$ cat src/rtl/spi_xfer_ctrl_pkg.sv
// Shared types and constants for the SPI transfer sequencer.
package spi_ctrl_pkg;

  // Default parameter values for the controller and its sub-blocks.
  localparam int DEF_DATA_W = 32;
  localparam int DEF_SS_W   = 8;
  localparam int DEF_DIV_W  = 8;

  // SPI mode 0: SCLK idles low, data sampled on the leading (rising) edge.
  localparam logic SPI_CPOL = 1'b0;
  localparam logic SPI_CPHA = 1'b0;

  // Transfer sequencer states.
  typedef enum logic [2:0] {
    ST_IDLE     = 3'd0,
    ST_FETCH    = 3'd1,
    ST_CS_SETUP = 3'd2,
    ST_SHIFT    = 3'd3,
    ST_CS_HOLD  = 3'd4
  } state_t;

endpackage

$ cat src/rtl/spi_xfer_ctrl_if.sv
// FIFO read side and SPI pad signals of the transfer sequencer.
interface spi_xfer_ctrl_if
  import spi_ctrl_pkg::*;
#(
  parameter int DATA_W = DEF_DATA_W,
  parameter int SS_W   = DEF_SS_W
);

  // Tx data FIFO read port
  logic              tx_empty;
  logic [DATA_W-1:0] tx_dout;
  logic              tx_rd_en;

  // Slave-select FIFO read port
  logic              ss_empty;
  logic [DATA_W-1:0] ss_dout;
  logic              ss_rd_en;

  // SPI pads
  logic              miso;
  logic              sclk;
  logic              mosi;
  logic [SS_W-1:0]   cs_n;

  // Controller side: pops the FIFOs and drives the pads.
  modport master (
    input  tx_empty, tx_dout, ss_empty, ss_dout, miso,
    output tx_rd_en, ss_rd_en, sclk, mosi, cs_n
  );

  // Environment side: FIFOs and the SPI slave.
  modport slave (
    output tx_empty, tx_dout, ss_empty, ss_dout, miso,
    input  tx_rd_en, ss_rd_en, sclk, mosi, cs_n
  );

endinterface

$ cat src/rtl/spi_xfer_ctrl_clk_div.sv
// Half-period timer: a down-counter that ticks once every n+1 enabled cycles.
module spi_clk_div
  import spi_ctrl_pkg::*;
#(
  parameter int DIV_W = DEF_DIV_W
) (
  input  logic             ACLK,
  input  logic             ARESETN,
  input  logic             load,
  input  logic             en,
  input  logic [DIV_W-1:0] n,
  output logic             half_tick
);

  logic [DIV_W-1:0] cnt_reg;

  // The tick fires on the last cycle of each half-period.
  assign half_tick = en && !load && (cnt_reg == '0);

  // Load restarts the count; when enabled the counter reloads itself on every tick.
  always_ff @(posedge ACLK) begin
    if (!ARESETN) begin
      cnt_reg <= '0;
    end else if (load) begin
      cnt_reg <= n;
    end else if (en) begin
      if (cnt_reg == '0) begin
        cnt_reg <= n;
      end else begin
        cnt_reg <= cnt_reg - 1'b1;
      end
    end
  end

endmodule

$ cat src/rtl/spi_xfer_ctrl.sv
// Drains the Tx and SS FIFOs in pairs and runs one mode-0 SPI transfer per pair.
module spi_xfer_ctrl
  import spi_ctrl_pkg::*;
#(
  parameter int DATA_W = DEF_DATA_W,
  parameter int SS_W   = DEF_SS_W,
  parameter int DIV_W  = DEF_DIV_W
) (
  input  logic               ACLK,
  input  logic               ARESETN,
  spi_xfer_ctrl_if.master    bus,
  input  logic [DIV_W-1:0]   clk_div,
  output logic               busy,
  output logic [DATA_W-1:0]  rx_data,
  output logic               rx_valid,
  output logic               err_ss
);

  localparam int BIT_W = $clog2(DATA_W);
  localparam logic [BIT_W-1:0] LAST_BIT = BIT_W'(DATA_W - 1);

  state_t            state_reg;
  logic [DATA_W-1:0] tx_shift_reg;
  logic [DATA_W-1:0] rx_shift_reg;
  logic [SS_W-1:0]   cs_sel_reg;
  logic [DIV_W-1:0]  div_reg;
  logic [BIT_W-1:0]  bit_cnt_reg;
  logic              sclk_reg;
  logic              mosi_reg;
  logic [SS_W-1:0]   cs_n_reg;
  logic              busy_reg;
  logic [DATA_W-1:0] rx_data_reg;
  logic              rx_valid_reg;
  logic              err_ss_reg;

  logic              pop;
  logic [SS_W-1:0]   ss_sel;
  logic [DIV_W-1:0]  div_n;
  logic              div_load;
  logic              div_en;
  logic              half_tick;
  logic              sample_edge;

  // Both FIFOs pop together, and never while reset is held so no word is lost to it.
  assign pop          = ARESETN && (state_reg == ST_IDLE) && !bus.tx_empty && !bus.ss_empty;
  assign bus.tx_rd_en = pop;
  assign bus.ss_rd_en = pop;

  assign ss_sel = bus.ss_dout[SS_W-1:0];

  // Upper SS word bits carry no select information.
  if (SS_W < DATA_W) begin : g_ss_hi
    logic ss_hi_unused;
    assign ss_hi_unused = ^bus.ss_dout[DATA_W-1:SS_W];
  end

  // The divider is loaded with the live clk_div in FETCH, then runs on the latched copy.
  assign div_load = (state_reg == ST_FETCH);
  assign div_en   = (state_reg == ST_CS_SETUP) || (state_reg == ST_SHIFT) ||
                    (state_reg == ST_CS_HOLD);
  assign div_n    = div_load ? clk_div : div_reg;

  // The next SCLK toggle is a sampling edge when it leaves the idle level (CPHA=0).
  assign sample_edge = (sclk_reg == SPI_CPOL) ^ SPI_CPHA;

  spi_clk_div #(
    .DIV_W (DIV_W)
  ) u_clk_div (
    .ACLK      (ACLK),
    .ARESETN   (ARESETN),
    .load      (div_load),
    .en        (div_en),
    .n         (div_n),
    .half_tick (half_tick)
  );

  // Transfer sequencer with all pad and status outputs registered.
  always_ff @(posedge ACLK) begin
    if (!ARESETN) begin
      state_reg    <= ST_IDLE;
      tx_shift_reg <= '0;
      rx_shift_reg <= '0;
      cs_sel_reg   <= '0;
      div_reg      <= '0;
      bit_cnt_reg  <= '0;
      sclk_reg     <= SPI_CPOL;
      mosi_reg     <= 1'b0;
      cs_n_reg     <= '1;
      busy_reg     <= 1'b0;
      rx_data_reg  <= '0;
      rx_valid_reg <= 1'b0;
      err_ss_reg   <= 1'b0;
    end else begin
      rx_valid_reg <= 1'b0;
      err_ss_reg   <= 1'b0;
      case (state_reg)
        ST_IDLE: begin
          if (pop) begin
            busy_reg  <= 1'b1;
            state_reg <= ST_FETCH;
          end
        end

        ST_FETCH: begin
          tx_shift_reg <= bus.tx_dout;
          cs_sel_reg   <= ss_sel;
          div_reg      <= clk_div;
          bit_cnt_reg  <= '0;
          if (ss_sel == '0) begin
            // Nothing selected: report it and drop the pair without touching the bus.
            err_ss_reg <= 1'b1;
            busy_reg   <= 1'b0;
            state_reg  <= ST_IDLE;
          end else begin
            state_reg  <= ST_CS_SETUP;
          end
        end

        ST_CS_SETUP: begin
          cs_n_reg <= ~cs_sel_reg;
          mosi_reg <= tx_shift_reg[DATA_W-1];
          if (half_tick) begin
            state_reg <= ST_SHIFT;
          end
        end

        ST_SHIFT: begin
          if (half_tick) begin
            sclk_reg <= ~sclk_reg;
            if (sample_edge) begin
              rx_shift_reg <= {rx_shift_reg[DATA_W-2:0], bus.miso};
            end else if (bit_cnt_reg == LAST_BIT) begin
              // Final falling edge: keep the last bit on MOSI through the hold time.
              state_reg <= ST_CS_HOLD;
            end else begin
              bit_cnt_reg  <= bit_cnt_reg + 1'b1;
              tx_shift_reg <= {tx_shift_reg[DATA_W-2:0], 1'b0};
              mosi_reg     <= tx_shift_reg[DATA_W-2];
            end
          end
        end

        ST_CS_HOLD: begin
          if (half_tick) begin
            cs_n_reg     <= '1;
            mosi_reg     <= 1'b0;
            rx_data_reg  <= rx_shift_reg;
            rx_valid_reg <= 1'b1;
            busy_reg     <= 1'b0;
            state_reg    <= ST_IDLE;
          end
        end

        default: begin
          state_reg <= ST_IDLE;
        end
      endcase
    end
  end

  assign bus.sclk = sclk_reg;
  assign bus.mosi = mosi_reg;
  assign bus.cs_n = cs_n_reg;
  assign busy     = busy_reg;
  assign rx_data  = rx_data_reg;
  assign rx_valid = rx_valid_reg;
  assign err_ss   = err_ss_reg;

endmodule

$ cat src/flat_wrapper.sv
// flat-port wrapper written by rule: the top's interface ports become plain ports
module spi_xfer_ctrl_flat import spi_ctrl_pkg::*;
#(
  parameter int DATA_W = DEF_DATA_W,
  parameter int SS_W   = DEF_SS_W,
  parameter int DIV_W  = DEF_DIV_W
)
  (ACLK, ARESETN, clk_div, busy, rx_data, rx_valid, err_ss, bus_tx_empty, bus_tx_dout, bus_ss_empty, bus_ss_dout, bus_miso, bus_tx_rd_en, bus_ss_rd_en, bus_sclk, bus_mosi, bus_cs_n);
  spi_xfer_ctrl_if #(.DATA_W(DATA_W), .SS_W(SS_W)) bus_i ();
  input  logic ACLK;
  input  logic ARESETN;
  input  logic [DIV_W-1:0] clk_div;
  output logic busy;
  output logic [DATA_W-1:0] rx_data;
  output logic rx_valid;
  output logic err_ss;
  input wire logic [$bits(bus_i.tx_empty)-1:0] bus_tx_empty;
  input wire logic [$bits(bus_i.tx_dout)-1:0] bus_tx_dout;
  input wire logic [$bits(bus_i.ss_empty)-1:0] bus_ss_empty;
  input wire logic [$bits(bus_i.ss_dout)-1:0] bus_ss_dout;
  input wire logic [$bits(bus_i.miso)-1:0] bus_miso;
  output wire logic [$bits(bus_i.tx_rd_en)-1:0] bus_tx_rd_en;
  output wire logic [$bits(bus_i.ss_rd_en)-1:0] bus_ss_rd_en;
  output wire logic [$bits(bus_i.sclk)-1:0] bus_sclk;
  output wire logic [$bits(bus_i.mosi)-1:0] bus_mosi;
  output wire logic [$bits(bus_i.cs_n)-1:0] bus_cs_n;
  assign bus_i.tx_empty = bus_tx_empty;
  assign bus_i.tx_dout = bus_tx_dout;
  assign bus_i.ss_empty = bus_ss_empty;
  assign bus_i.ss_dout = bus_ss_dout;
  assign bus_i.miso = bus_miso;
  assign bus_tx_rd_en = bus_i.tx_rd_en;
  assign bus_ss_rd_en = bus_i.ss_rd_en;
  assign bus_sclk = bus_i.sclk;
  assign bus_mosi = bus_i.mosi;
  assign bus_cs_n = bus_i.cs_n;
  spi_xfer_ctrl #(.DATA_W(DATA_W), .SS_W(SS_W), .DIV_W(DIV_W)) u_core (.ACLK(ACLK), .ARESETN(ARESETN), .bus(bus_i), .clk_div(clk_div), .busy(busy), .rx_data(rx_data), .rx_valid(rx_valid), .err_ss(err_ss));
endmodule
$ cat config.mk
export PLATFORM = sky130hd
export DESIGN_NAME = spi_xfer_ctrl_flat
export DESIGN_NICKNAME = d
export VERILOG_FILES = /design/src/rtl/spi_xfer_ctrl_pkg.sv /design/src/rtl/spi_xfer_ctrl_if.sv /design/src/rtl/spi_xfer_ctrl_clk_div.sv /design/src/rtl/spi_xfer_ctrl.sv /design/src/flat_wrapper.sv
export SDC_FILE = /design/constraint.sdc
export NUM_CORES = 1
export LEC_CHECK = 0
export BUFFER_PORTS_ARGS = -buffer_cell sky130_fd_sc_hd__buf_2
export CORE_AREA = 5 5 115 117
export DETAILED_ROUTE_END_ITERATION = 7
export DIE_AREA = 0 0 120 122
export HOLD_SLACK_MARGIN = 0.15
export PLACE_DENSITY = 0.72
export SYNTH_ARGS = -nofsm -noshare
export SYNTH_HDL_FRONTEND = slang
export SYNTH_HIERARCHICAL = 1
export SYNTH_SLANG_ARGS = --single-unit
export TNS_END_PERCENT = 100
$ cat constraint.sdc
create_clock -name ACLK -period 3.3 [get_ports ACLK]
set_input_delay 0.165 -clock ACLK [delete_from_list [all_inputs] [get_ports ACLK]]
set_output_delay 0.165 -clock ACLK [all_outputs]
set_load 0.01 [all_outputs]
Word level (Yosys, flattened, before mapping) --
Index checks and enable logic that the tools add are counted.
Storage, ports and cells: register bits 141, bits of input ports 77
Cells by class: $add $sub $neg 2, equality and inequality tests 13, mux-type cells 32, bitwise gates (word level) 2, reduce and logical (&&, ||, !) cells 28
Operators with widths (number):
- $mux W32 | 3
- $pmux W32 S2 | 1
- $mux W8 | 5
- $mux W3 | 6
- $logic_not A8 Y1 | 2
- $pmux W8 S2 | 1
- $mux W5 | 3
- $pmux W3 S5 | 1
- $pmux W5 S2 | 1
- $reduce_and A2 Y1 | 5
- $mux W1 | 8
- $ne A2 B1 Y1 const B | 4
- $ne A2 B2 Y1 const B | 4
- $not A8 Y8 | 1
- $reduce_and A4 Y1 | 2
- $sub A8 B1 Y8 const B | 1
- $eq A3 B2 Y1 const B | 2
- $pmux W1 S3 | 2
- $reduce_and A6 Y1 | 1
- $reduce_bool A2 Y1 | 3
- $reduce_bool A3 Y1 | 2
- $add A5 B1 Y5 const B | 1
- $eq A5 B5 Y1 const B | 1
- $logic_and A1 B1 Y1 | 5
- 9 further kinds | 12

Depth between registers and ports, before layout --
depth after elaboration 7, gate-level depth with buffers 14

Hierarchy --
Netlist, hierarchy kept.
By module, submodules not included:
- spi_xfer_ctrl | instances 1, cells an instance 598, area each 5134.9 sq um
- spi_clk_div | instances 1, cells an instance 72, area each 585.6 sq um

Least setup slack after synthesis --
OpenSTA, ideal clock, no wires.
path kind register -> register, start point reg u_core.state_reg[2], end point reg u_core.tx_shift_reg[10], setup time 0.086 ns, arrival 3.004 ns, data required time 3.214 ns, path slack 0.210 ns, cell stages (with the launch flop) 15, buffers on the path 6, clock period less this slack 3.090 ns, cell sequence dfxtp_1 -> buf_6 -> nor2b_1 -> nand2_2 -> inv_2 -> buf_2 -> clkbuf_1 -> clkbuf_1 -> nor4_1 -> nand3b_1 -> a21oi_2 -> buf_2 -> buf_4 -> nor2_1 -> a211oi_1
On the way: elaborated cells between the ends (all ways) 15, classes of those cells eq/ne (7); mux (1); reduce/logical (7)
RTL lines:
- start: declaration | line spi_xfer_ctrl.sv:22 | state_t state_reg;
- start signal: assignment | line spi_xfer_ctrl.sv:80 | state_reg <= ST_IDLE;
- start signal: assignment | line spi_xfer_ctrl.sv:100 | state_reg <= ST_FETCH;
- start signal: assignment | line spi_xfer_ctrl.sv:113 | state_reg <= ST_IDLE;
- $eq A3 B1 Y1 | line spi_xfer_ctrl.sv:58 | assign div_load = (state_reg == ST_FETCH);
- net u_core.div_load | line spi_xfer_ctrl.sv:39 | logic div_load;
- $logic_not A1 Y1 | line spi_xfer_ctrl_clk_div.sv:18 | assign half_tick = en && !load && (cnt_reg == '0);
- $logic_and A1 B1 Y1 (2 in a row) | line spi_xfer_ctrl_clk_div.sv:18
- net u_core.half_tick | line spi_xfer_ctrl.sv:41 | logic half_tick;
- $ne A2 B1 Y1 (no line)
- $reduce_and A4 Y1 (no line)
- end signal: assignment | line spi_xfer_ctrl.sv:105 | tx_shift_reg <= bus.tx_dout;
- end signal: assignment | line spi_xfer_ctrl.sv:137 | tx_shift_reg <= {tx_shift_reg[DATA_W-2:0], 1'b0};
- end: declaration | line spi_xfer_ctrl.sv:23 | logic [DATA_W-1:0] tx_shift_reg;
The timed path passes the listed nets, and every way through them passes these cells. A chain may end at the register's enable or synchronous reset.

Worst setup path after layout --
start point reg u_core.state_reg[2], end point reg u_core.tx_shift_reg[18]
On the way: word-level cells in the longest chain between the ends 7, elaborated cells between the ends (all ways) 15, classes of those cells eq/ne (7); mux (1); reduce/logical (7)
RTL lines:
- $eq A3 B2 Y1 | line spi_xfer_ctrl.sv:59 | assign div_en = (state_reg == ST_CS_SETUP) || (state_reg == ST_SHIFT) ||
- $logic_or A1 B1 Y1 | line spi_xfer_ctrl.sv:59
- $logic_or A1 B1 Y1 * | line spi_xfer_ctrl.sv:59
- net u_core.div_en | line spi_xfer_ctrl.sv:40 | logic div_en;
- $logic_and A1 B1 Y1 * (2 in a row) | line spi_xfer_ctrl_clk_div.sv:18
- net u_core.half_tick | line spi_xfer_ctrl.sv:41
- $ne A2 B1 Y1 (no line) *
- $reduce_and A4 Y1 (no line) *
The timed path passes the listed nets; every way through them passes the cells marked *.

==> metrics.md <==
| Metric | Value |
|---|---|
| Hold/Removal Path Class | in -> reg |
| Critical Path End Type | flip-flop |
| Post-route ant nets | 0 |
| Cells after DPL | around 890 |
| Number of global-route vias before repair | 4818 |
| DPL Wire Length | 8490 um |
| Period Utilization, post-route | 83.8% |
| Min Tclk post-route | 2.77 ns |
| CP required | 3.61 ns |
| Post-synth EDFFs | 0 |
| Post-synthesis sequential area ratio | 49.3% |
| CTS tree | done |
| Fin Setup TNS | 0 ns |
| Remaining DRCs | 0 |
| Maximum number of pins on one net before global-route repair | 67 |
| Endpoints failing hold | 0 |
| Share of layout cells above drive strength 1 | just under 20% |
| Cts bufs inserted | 17 |
| GRT overflow | 0 |
| Total track usage | 18.7% |
| DR vias/cell | between 5 and 6 |
| Crit-path max FO | 66 |
| Clk buf depth | 2 |
| Initial DRT Pass Iterations | 6 |
| WL final | 13300 um |
| Fin util | between 60% and 70% |
| Htree depth | 4 |
| Slew headroom | 53.7% |
| Placer Congestion | 0.790 |
| Largest delay share family, worst path | simple AND/OR/NAND/NOR gates |
| Clock transition at the registers of the reported paths | 0.06 ns |
| Core outline area | ~12000 um^2 |
| Worst-margin pin slew | 0.689 ns |
| Non-filler cells, final | 964 |
| Total vias in the final route | 5041 |
| Root buffer cell | clkbuf_16 |
| Setup CP Type | reg -> reg |
| Commonest non-fill, non-tap cell in the layout | nand2_1 |
| Ys async rst share | 0% |
| Mapped cell area | 5720 um^2 |
| First-pass GRT wire length | roughly 22000 um |
| Mean area per synthesized cell | 8.54 um^2 |
| Mapped Nets | approximately 750 |
| Fin nets | 884 |
| Clk_lat worst skew | slightly above 0.4 ns |
| Starting Density | 46.7% |
| # port buffers | 99 |
| Top-Level Pins | 124 |
| Synth warn | 6 |
| Row count | 41 |
| Violation count after the first detailed-routing iteration | 281 |
| Synth Flop Type | dfxtp_1 |
| Final setup viols | 0 |
| Most frequent cells in the layout | nand2_1 (163), dfxtp_1 (141), buf_2 (99) |
| P&R area growth vs syn | 29.0% |
| Initial antenna violation count | 1 |
| Crit-path cells | or3b_2 -> nand2_1 -> nand3_1 -> nor4_1 -> buf_4 -> nand3b_1 -> a21oi_4 -> buf_12 -> nor2_1 -> a211oi_1 |
| Max-slew violations | 0 |
| Die area | around 15000 um^2 |
| Post-CTS sizing | 0 |
| CP startpoint kind | flip-flop |
| Die Span Y | approximately 120 um |
| Clk_skew | 0.00736 ns |
| Crit-path max cell delay | 0.55 ns |
| Synth Instances | 670 |
| DR WL/cell | 13.8 um |
| MaxCap Viol Count | 0 |
| Max Clock Freq | approximately 360 MHz |
| Status | completed |
| Pleak | 0.00304 uW |
| CP max-delay cell | or3b_2 |
| Maximum vdd drop | 395 uV |
| Die Span X | 120 um |
| Seq cells post-synth | 141 |
| # clock sinks | 141 |
| Cell variety after synth | 56 |
| Data arrival time of the worst path | 3.08 ns |
| Pwr Density | 656 nW/um^2 |
| Worst path bufs/invs | 2 |
| RSZ-0062 raised after global routing | no |
## synthesized netlist by cell type, types with 2 or more instances
master | n | area, um^2
a211oi_1 | 31 | 233
a21o_1 | 2 | 15.0
a21oi_1 | 87 | 435
a22oi_1 | 2 | 15.0
a311oi_1 | 2 | 17.5
a31oi_1 | 3 | 18.8
a41oi_1 | 2 | 17.5
and2_1 | 9 | 56.3
and3_1 | 6 | 37.5
buf_1 | 2 | 7.51
buf_2 | 18 | 90.1
buf_4 | 2 | 15.0
buf_6 | 2 | 22.5
clkbuf_1 | 23 | 86.3
dfxtp_1 | 141 | 2820
ha_1 | 4 | 50.1
inv_1 | 11 | 41.3
inv_2 | 2 | 7.51
mux2_2 | 8 | 90.1
mux2i_1 | 33 | 330
nand2_1 | 163 | 612
nand2b_1 | 5 | 31.3
nand3_1 | 8 | 40.0
nand3b_1 | 4 | 30.0
nor2_1 | 42 | 158
nor3_1 | 3 | 15.0
nor3_2 | 3 | 30.0
nor4_1 | 4 | 25.0
o21ai_0 | 11 | 55.1
o21ai_1 | 5 | 25.0
o2bb2ai_1 | 5 | 43.8
or3_1 | 3 | 18.8
## final timing paths
kind / slack [ns] / endpoint / start / cells after the start
worst max register to register: 0.53 / u_core/tx_shift_reg[18]$_SDFFE_PN0P_ / u_core/state_reg[2]$_SDFFE_PN0P_ / 10
worst min-delay path: 0.19 / u_core/tx_shift_reg[26]$_SDFFE_PN0P_ / bus_tx_dout[26] / 3
worst max-delay path: 0.53 / u_core/tx_shift_reg[18]$_SDFFE_PN0P_ / u_core/state_reg[2]$_SDFFE_PN0P_ / 10
worst min register to register: 0.45 / u_core/rx_data[6]$_SDFFE_PN0P_ / u_core/rx_data[6]$_SDFFE_PN0P_ / 2
## layout make-up
| cell class | count | area, um^2 |
|---|---|---|
| Antenna cell | 1 | 2.50 |
| Clock buffer | 22 | 484 |
| Clock inverter | 7 | 88.8 |
| Fill cell | 1067 | 4880 |
| Inverter | 13 | 50.0 |
| Multi-Input combinational cell | 469 | 2650 |
| Sequential cell | 141 | 2820 |
| Tap cell | 150 | 188 |
| Timing Repair Buffer | 161 | 1100 |
## kinds of logic (layout without fill, tap and decap cells)
| kind of cell | Yosys count | in the layout | synth area share, % |
|---|---|---|---|
| adders and majority gates | 4 | 4 | 0.875 |
| xor gates and xnor gates | 1 | 1 | 0.153 |
| muxes | 41 | 41 | 7.35 |
| other | 0 | 1 | 0 |
| buffers and inverters | 60 | 203 | 4.72 |
| AOI/OAI and AO/OA | 161 | 161 | 17.0 |
| DFF | 141 | 141 | 49.3 |
| and+or+nand+nor | 262 | 262 | 20.6 |
## report_power, final
group	switching [uW]	leakage [uW]	internal, uW
Sequential	109	0.00114	1870
Clock	668	0.000287	1170
Combinational	574	0.00161	447
Total	1350	0.00304	3490
## worst register-to-register path, cell delays in order, from the launching register on
cell and delay [ns]:
dfxtp_1 0.52, or3b_2 0.55, nand2_1 0.13, nand3_1 0.09, nor4_1 0.19, buf_4 0.20
nand3b_1 0.17, a21oi_4 0.21, buf_12 0.26, nor2_1 0.11, a211oi_1 0.24
## layer usage
metal  share of wire (%)  wire length, um  global-route usage, %  vias to the layer above
met1                  43             5690                   22.2                     2327
met4                 1.9              246                   9.66                        0
met5                   0                0                      0                        -
met3                 4.3              570                   4.55                       21
met2                  51             6770                   31.6                      117
li1                    -                -                      -                     2576
## metrics by stage
step           hold slack [ns]  power, uW  worst slack [ns]  cell area, um^2
2_1_floorplan            0.282       2740             0.210             5720
3_3_place_gp             0.421       2930             0.617             6310
3_5_place_dp             0.427       2980             0.535             6310
4_1_cts                  0.177       4880             0.544             7380
5_1_grt                  0.202       5110             0.288             7380
6_report                 0.189       4840             0.533             7380
## what timing repair did
item / in CTS / in global routing
endpoints found under the setup margin: 0 / 0
endpoints found under the hold margin: 52 / 0
hold buffers: 49 / 0
buffers inserted: 0 / 0
Note: power is estimated with default switching activity, not from simulation.
